`src/rtl/lcd_vbuf_write_arbiter.sv`:
```
// lcd_vbuf_write_arbiter
// Merges two Game Boy pixel streams into the single write port of the shared
// LCD frame RAM. Each stream is tagged with its running frame address and
// queued in a small FIFO. A round-robin arbiter drains the FIFOs at no more
// than one RAM write per clock. wr_addr[15] selects the frame buffer
// (0 = core 1, 1 = core 2).

module lcd_vbuf_write_arbiter #(
    parameter int DATA_W       = 15,
    parameter int FIFO_AW      = 2,
    parameter int FRAME_PIXELS = 23040
) (
    input  logic              clk,
    input  logic              reset,
    input  logic              ce1,
    input  logic [DATA_W-1:0] data1,
    input  logic [1:0]        mode1,
    input  logic              on1,
    input  logic              ce2,
    input  logic [DATA_W-1:0] data2,
    input  logic [1:0]        mode2,
    input  logic              on2,
    output logic              wr_en,
    output logic [15:0]       wr_addr,
    output logic [DATA_W-1:0] wr_data,
    output logic              frame_done1,
    output logic              frame_done2,
    output logic              ovf1,
    output logic              ovf2
);

    localparam int               DEPTH     = 1 << FIFO_AW;
    localparam int               ENTRY_W   = 15 + DATA_W;
    localparam logic [FIFO_AW:0] FULL_CNT  = (FIFO_AW+1)'(DEPTH);
    localparam logic [FIFO_AW:0] ZERO_CNT  = (FIFO_AW+1)'(0);
    localparam logic [14:0]      LAST_ADDR = 15'(FRAME_PIXELS - 1);

    // Port inputs gathered into arrays so both requesters share one code path.
    logic [1:0]        ce_s;
    logic [1:0]        on_s;
    logic [1:0]        vbl_s;
    logic [DATA_W-1:0] din_s [2];

    // FIFO storage and per-port state.
    logic [ENTRY_W-1:0] mem_r [2][DEPTH];
    logic [FIFO_AW-1:0] wp_r  [2];
    logic [FIFO_AW-1:0] rp_r  [2];
    logic [FIFO_AW:0]   cnt_r [2];
    logic [14:0]        ptr_r [2];
    logic [1:0]         fd_r;
    logic [1:0]         ovf_r;
    logic               rr_last_r;   // 0 = core 1 served last, 1 = core 2

    // Per-cycle decisions.
    logic [1:0]         full_s;
    logic [1:0]         valid_s;
    logic [1:0]         accept_s;
    logic [1:0]         push_s;
    logic [1:0]         drop_s;
    logic [1:0]         pop_s;
    logic               gnt_s;
    logic               gnt_port_s;
    logic [ENTRY_W-1:0] head_s;

    assign ce_s     = {ce2, ce1};
    assign on_s     = {on2, on1};
    assign vbl_s    = {(mode2 == 2'b01), (mode1 == 2'b01)};
    assign din_s[0] = data1;
    assign din_s[1] = data2;

    assign frame_done1 = fd_r[0];
    assign frame_done2 = fd_r[1];
    assign ovf1        = ovf_r[0];
    assign ovf2        = ovf_r[1];

    // FIFO status from start-of-cycle counts; a disabled port offers nothing to drain.
    always_comb begin
        full_s   = 2'b00;
        valid_s  = 2'b00;
        accept_s = 2'b00;
        push_s   = 2'b00;
        drop_s   = 2'b00;
        for (int p = 0; p < 2; p++) begin
            full_s[p]   = (cnt_r[p] == FULL_CNT);
            valid_s[p]  = (cnt_r[p] != ZERO_CNT) && on_s[p];
            accept_s[p] = on_s[p] && !vbl_s[p] && ce_s[p];
            push_s[p]   = accept_s[p] && !full_s[p];
            drop_s[p]   = accept_s[p] && full_s[p];
        end
    end

    // Round-robin grant: on a tie the port that was not served last wins.
    always_comb begin
        gnt_s      = 1'b0;
        gnt_port_s = 1'b0;
        if (valid_s[0] && valid_s[1]) begin
            gnt_s      = 1'b1;
            gnt_port_s = ~rr_last_r;
        end else if (valid_s[0]) begin
            gnt_s      = 1'b1;
            gnt_port_s = 1'b0;
        end else if (valid_s[1]) begin
            gnt_s      = 1'b1;
            gnt_port_s = 1'b1;
        end else begin
            gnt_s      = 1'b0;
            gnt_port_s = 1'b0;
        end
        pop_s  = {gnt_s && gnt_port_s, gnt_s && !gnt_port_s};
        head_s = mem_r[gnt_port_s][rp_r[gnt_port_s]];
    end

    // FIFO storage writes: each entry is {frame address, pixel}.
    always_ff @(posedge clk) begin
        for (int p = 0; p < 2; p++) begin
            if (push_s[p]) begin
                mem_r[p][wp_r[p]] <= {ptr_r[p], din_s[p]};
            end
        end
    end

    // Enqueue address pointers, FIFO bookkeeping, frame-done pulses and sticky overflow.
    always_ff @(posedge clk or posedge reset) begin
        if (reset) begin
            for (int p = 0; p < 2; p++) begin
                ptr_r[p] <= 15'd0;
                wp_r[p]  <= {FIFO_AW{1'b0}};
                rp_r[p]  <= {FIFO_AW{1'b0}};
                cnt_r[p] <= ZERO_CNT;
            end
            fd_r  <= 2'b00;
            ovf_r <= 2'b00;
        end else begin
            for (int p = 0; p < 2; p++) begin
                if (!on_s[p]) begin
                    // LCD off: restart the frame and discard everything queued.
                    ptr_r[p] <= 15'd0;
                    wp_r[p]  <= {FIFO_AW{1'b0}};
                    rp_r[p]  <= {FIFO_AW{1'b0}};
                    cnt_r[p] <= ZERO_CNT;
                    fd_r[p]  <= 1'b0;
                end else begin
                    if (vbl_s[p]) begin
                        ptr_r[p] <= 15'd0;
                    end else if (ce_s[p]) begin
                        ptr_r[p] <= (ptr_r[p] == LAST_ADDR) ? 15'd0 : ptr_r[p] + 15'd1;
                    end else begin
                        ptr_r[p] <= ptr_r[p];
                    end
                    fd_r[p] <= accept_s[p] && (ptr_r[p] == LAST_ADDR);
                    if (drop_s[p]) begin
                        ovf_r[p] <= 1'b1;
                    end else begin
                        ovf_r[p] <= ovf_r[p];
                    end
                    if (push_s[p]) begin
                        wp_r[p] <= wp_r[p] + {{(FIFO_AW-1){1'b0}}, 1'b1};
                    end else begin
                        wp_r[p] <= wp_r[p];
                    end
                    if (pop_s[p]) begin
                        rp_r[p] <= rp_r[p] + {{(FIFO_AW-1){1'b0}}, 1'b1};
                    end else begin
                        rp_r[p] <= rp_r[p];
                    end
                    cnt_r[p] <= cnt_r[p] + {{FIFO_AW{1'b0}}, push_s[p]}
                                         - {{FIFO_AW{1'b0}}, pop_s[p]};
                end
            end
        end
    end

    // Registered RAM write port; address and data hold while idle.
    always_ff @(posedge clk or posedge reset) begin
        if (reset) begin
            wr_en     <= 1'b0;
            wr_addr   <= 16'h0000;
            wr_data   <= {DATA_W{1'b0}};
            rr_last_r <= 1'b1;
        end else if (gnt_s) begin
            wr_en     <= 1'b1;
            wr_addr   <= {gnt_port_s, head_s[ENTRY_W-1 -: 15]};
            wr_data   <= head_s[DATA_W-1:0];
            rr_last_r <= gnt_port_s;
        end else begin
            wr_en     <= 1'b0;
            wr_addr   <= wr_addr;
            wr_data   <= wr_data;
            rr_last_r <= rr_last_r;
        end
    end

endmodule

```
`config.mk`:
```
export PLATFORM = sky130hd
export DESIGN_NAME = lcd_vbuf_write_arbiter
export DESIGN_NICKNAME = d
export VERILOG_FILES = /design/src/rtl/lcd_vbuf_write_arbiter.sv
export SDC_FILE = /design/constraint.sdc
export NUM_CORES = 1
export LEC_CHECK = 0
export ABC_AREA = 0
export CAP_MARGIN = 20
export CORE_ASPECT_RATIO = 1.75
export CORE_MARGIN = 2
export CORE_UTILIZATION = 55
export CTS_CLUSTER_SIZE = 10
export DETAILED_ROUTE_END_ITERATION = 7
export GPL_ROUTABILITY_DRIVEN = 0
export PLACE_DENSITY = 0.84
export SYNTH_ARGS = -nofsm -noshare
export SYNTH_HDL_FRONTEND = slang
export SYNTH_SLANG_ARGS = --single-unit
```
`constraint.sdc`:
```
create_clock -name clk -period 5 [get_ports clk]
set_input_delay 1 -clock clk [delete_from_list [all_inputs] [get_ports clk]]
set_output_delay 1 -clock clk [all_outputs]
set_load 0.02 [all_outputs]
```
==> out/metrics.yaml <==
ff2ff_path_depth: 5
min_path_type: "register to register"
initial_core_util_pct: 55.71
dr.pass1.iters: 7
path_clk_slew_ns: 0.06
yosys-top-cells-area: "edfxtp_1 (54%), dfrtp_1 (15%), mux2i_1 (9.4%)"
dieArea_mm2: 0.02545
reg2reg_from: "cnt_r[4]"
tns_ns: 0
dpl.hpwl_um: 20410
tightest_slew_ns: 0.9569
synth_area_mm2: 0.01328
pin_count: 76
max-slew-margin-rel_pct: 36.21
reg2reg_to: "wr_addr[12]"
yosys-top-cells-count: "edfxtp_1 (240), mux2i_1 (125), dfrtp_1 (80)"
startpoint: "on2"
cts_tree: "built"
cts_root_buffer: "clkbuf_16"
grt_overflow: 0
core_mm2: 0.02384
synth-edff-count: 240
route.vias.total: 8175
leakagePower_nw: 5.491
grt_max_degree: 61
cts_buffer_depth: 3
die_h_um: 209.6
fp.dieW_um: 121.5
wl_per_cell_um: 25.31
nets: 995
synth_top_cell_area_share_pct: 54.27
worst-path-buf-inv: 2
grt_pass1_wl_um: 48290
antenna_found_initial: 1
fin_util_pct: 65.22
fmax_mhz: 292.5
yosysTopAreaCell: "edfxtp_1"
async_flop_share_pct: 25.23
crit_required_ns: 5.44
drive_gt1_share_pct: 8.359
synth_cells: 853
worstPathMaxFanout: 33
cts_made_buffers: 38
syn-num-nets: 909
ys_seq_elements: 321
cap_violations: 0
worstPathCellList: "clkdlybuf4s50_1, o31a_1, buf_4, nand3_1, a221oi_1, a221o_1"
crit_type: "primary input to register"
yosysMostFrequentCell: "edfxtp_1"
power_per_cell_area_mw_per_mm2: 514.4
rows: 75
design_area_mm2: 0.01555
status: "finished clean"
syn_avg_cell_area_um2: 15.57
htree_levels: 2
vdd_drop_max_mv: 0.3302
placed_area_mm2: 0.01436
antenna_left: 0
placedCellCount: 1203
routed_wl_um: 32350
setup_viol: 0
drtIter0Drc: 945
ys_warn_count: 0
cp-start-kind: "primary input"
ff2ff_setup_slack_ns: 2.10
timing.final.crit_period_ns: 3.419
slowest_stage: "nand3_1"
yosysSeqAreaShare_pct: 69.55
yosys.cell_types.count: 57
hold_path_end: "ovf_r[0]"
rsz0062_at_grt: "false"
hold_depth: 1
finalHoldViolCount: 0
cp_slowest_stage_delay_ns: 0.76
clock_latency_ns: 0.51
path_delay_family: "buffers and inverters"
skew_ns: 0.01732
grt.total_usage_pct: 25.75
fin_crit_sh_pct: 68.38
cp-end-kind: "register"
synth_ff_type: "edfxtp_1"
avgViaCountPerCell: 6.397
holdCritStartpoint: "ovf_r[0]"
route.detailed.drc: 0
areaGrowthSynthToFinish_pct: 17.07
cts_sinks: 321
portBuffers: 75
cts.repair.resized: 0
drv_slew: 0
postCtsHoldBufs: 0
critPathArrivalTime_ns: 3.86
grt_pass1_vias: 8290
cts_setup_buffers: 0
stdcell_count: 1278
==> cell usage in the layout, fill, tap and decap left out, types with 3 or more instances in the layout <==
| cell | netlist | final |
|---|---|---|
| edfxtp_1 | 240 | 240 |
| mux2i_1 | 125 | 125 |
| dfrtp_1 | 80 | 78 |
| clkdlybuf4s50_1 | 0 | 75 |
| a221oi_1 | 60 | 60 |
| clkbuf_16 | 0 | 41 |
| nor2b_1 | 30 | 30 |
| a221o_1 | 30 | 30 |
| clkbuf_1 | 36 | 28 |
| nor2_1 | 24 | 23 |
| a31oi_1 | 23 | 23 |
| buf_4 | 3 | 22 |
| inv_1 | 22 | 21 |
| nand2_1 | 17 | 17 |
| nand3_1 | 17 | 17 |
| ha_1 | 14 | 14 |
| nand4_1 | 10 | 10 |
| xor2_1 | 10 | 10 |
| and3_1 | 10 | 10 |
| and2_1 | 8 | 8 |
| and4_1 | 7 | 7 |
| nand3b_1 | 7 | 7 |
| xnor2_1 | 6 | 6 |
| o211ai_1 | 5 | 5 |
| nand2b_1 | 4 | 4 |
| nor3_1 | 4 | 4 |
| nor4_1 | 4 | 4 |
| a41oi_1 | 3 | 3 |
| o21ai_0 | 3 | 3 |
| o31ai_1 | 3 | 3 |
==> worst reg2reg max path, stage by stage, from the launching register on <==
cell and delay (ns):
dfrtp_1 0.47, o311ai_4 0.37, buf_4 0.45, nand3_1 0.76
a221oi_1 0.61, a221o_1 0.19
==> power breakdown <==
part / total, mW / switching, mW / internal [mW]
clock: 2.52 / 1.00 / 1.52
combinational: 2.14 / 1.26 / 0.884
sequential: 3.33 / 0.217 / 3.11
total: 8.00 / 2.48 / 5.52
==> worst max path at each step <==
stage | end | cells after the start
after floorplan | cnt_r[2] | 14
after global placement | cnt_r[5] | 11
after detailed placement | cnt_r[5] | 11
after CTS | cnt_r[5] | 11
after global routing | cnt_r[5] | 11
final | wr_addr[12] | 6
==> flip-flops by register name, summed over array words and instances, names as in the netlist <==
register,flops
mem_r,240
ptr_r,30
wr_addr,16
wr_data,15
cnt_r,6
rp_r,4
wp_r,4
fd_r,2
ovf_r,2
rr_last_r,1
wr_en,1
==> cell families (layout without fill, tap and decap cells) <==
family | after synthesis | in the layout | synth area share, %
AO/OA/AOI/OAI | 147 | 147 | 9.422
XOR/XNOR | 16 | 16 | 1.055
adder cells (fa/ha/maj) | 16 | 16 | 1.621
buffers and inverters | 77 | 193 | 2.431
flip-flops | 321 | 321 | 69.55
multiplexers | 125 | 125 | 9.422
other | 0 | 1 | 0
AND/OR/NAND/NOR | 151 | 151 | 6.501
==> through the flow <==
step                      power (mW)  setup WS [ns]  hold WS, ns
after floorplan                4.659          1.769       0.4742
after global placement         5.395          1.206       0.4442
after detailed placement       5.457          1.136       0.4530
after CTS                      7.987          1.658       0.4652
after global routing           8.260          1.327       0.4878
final                          7.997          1.581       0.4556
==> routing by layer <==
layer,up-vias,wire length (µm),GRT usage [%]
met1,4074,10970,29.36
met3,105,2003,3.424
met4,0,2538,17.72
met5,-,0,0
met2,410,16840,44.38
li1,3586,-,-
==> cell type report <==
cell class | instances | area, µm²
diodes | 1 | 2.502
clock buffers | 69 | 1131
clock inverters | 1 | 8.758
fillers | 1655 | 8289
inverters | 24 | 91.34
multi-input cells | 455 | 3734
flip-flops and latches | 321 | 9238
well taps | 308 | 385.4
repair buffers | 99 | 955.9
Note: power is estimated with default switching activity, not from simulation.
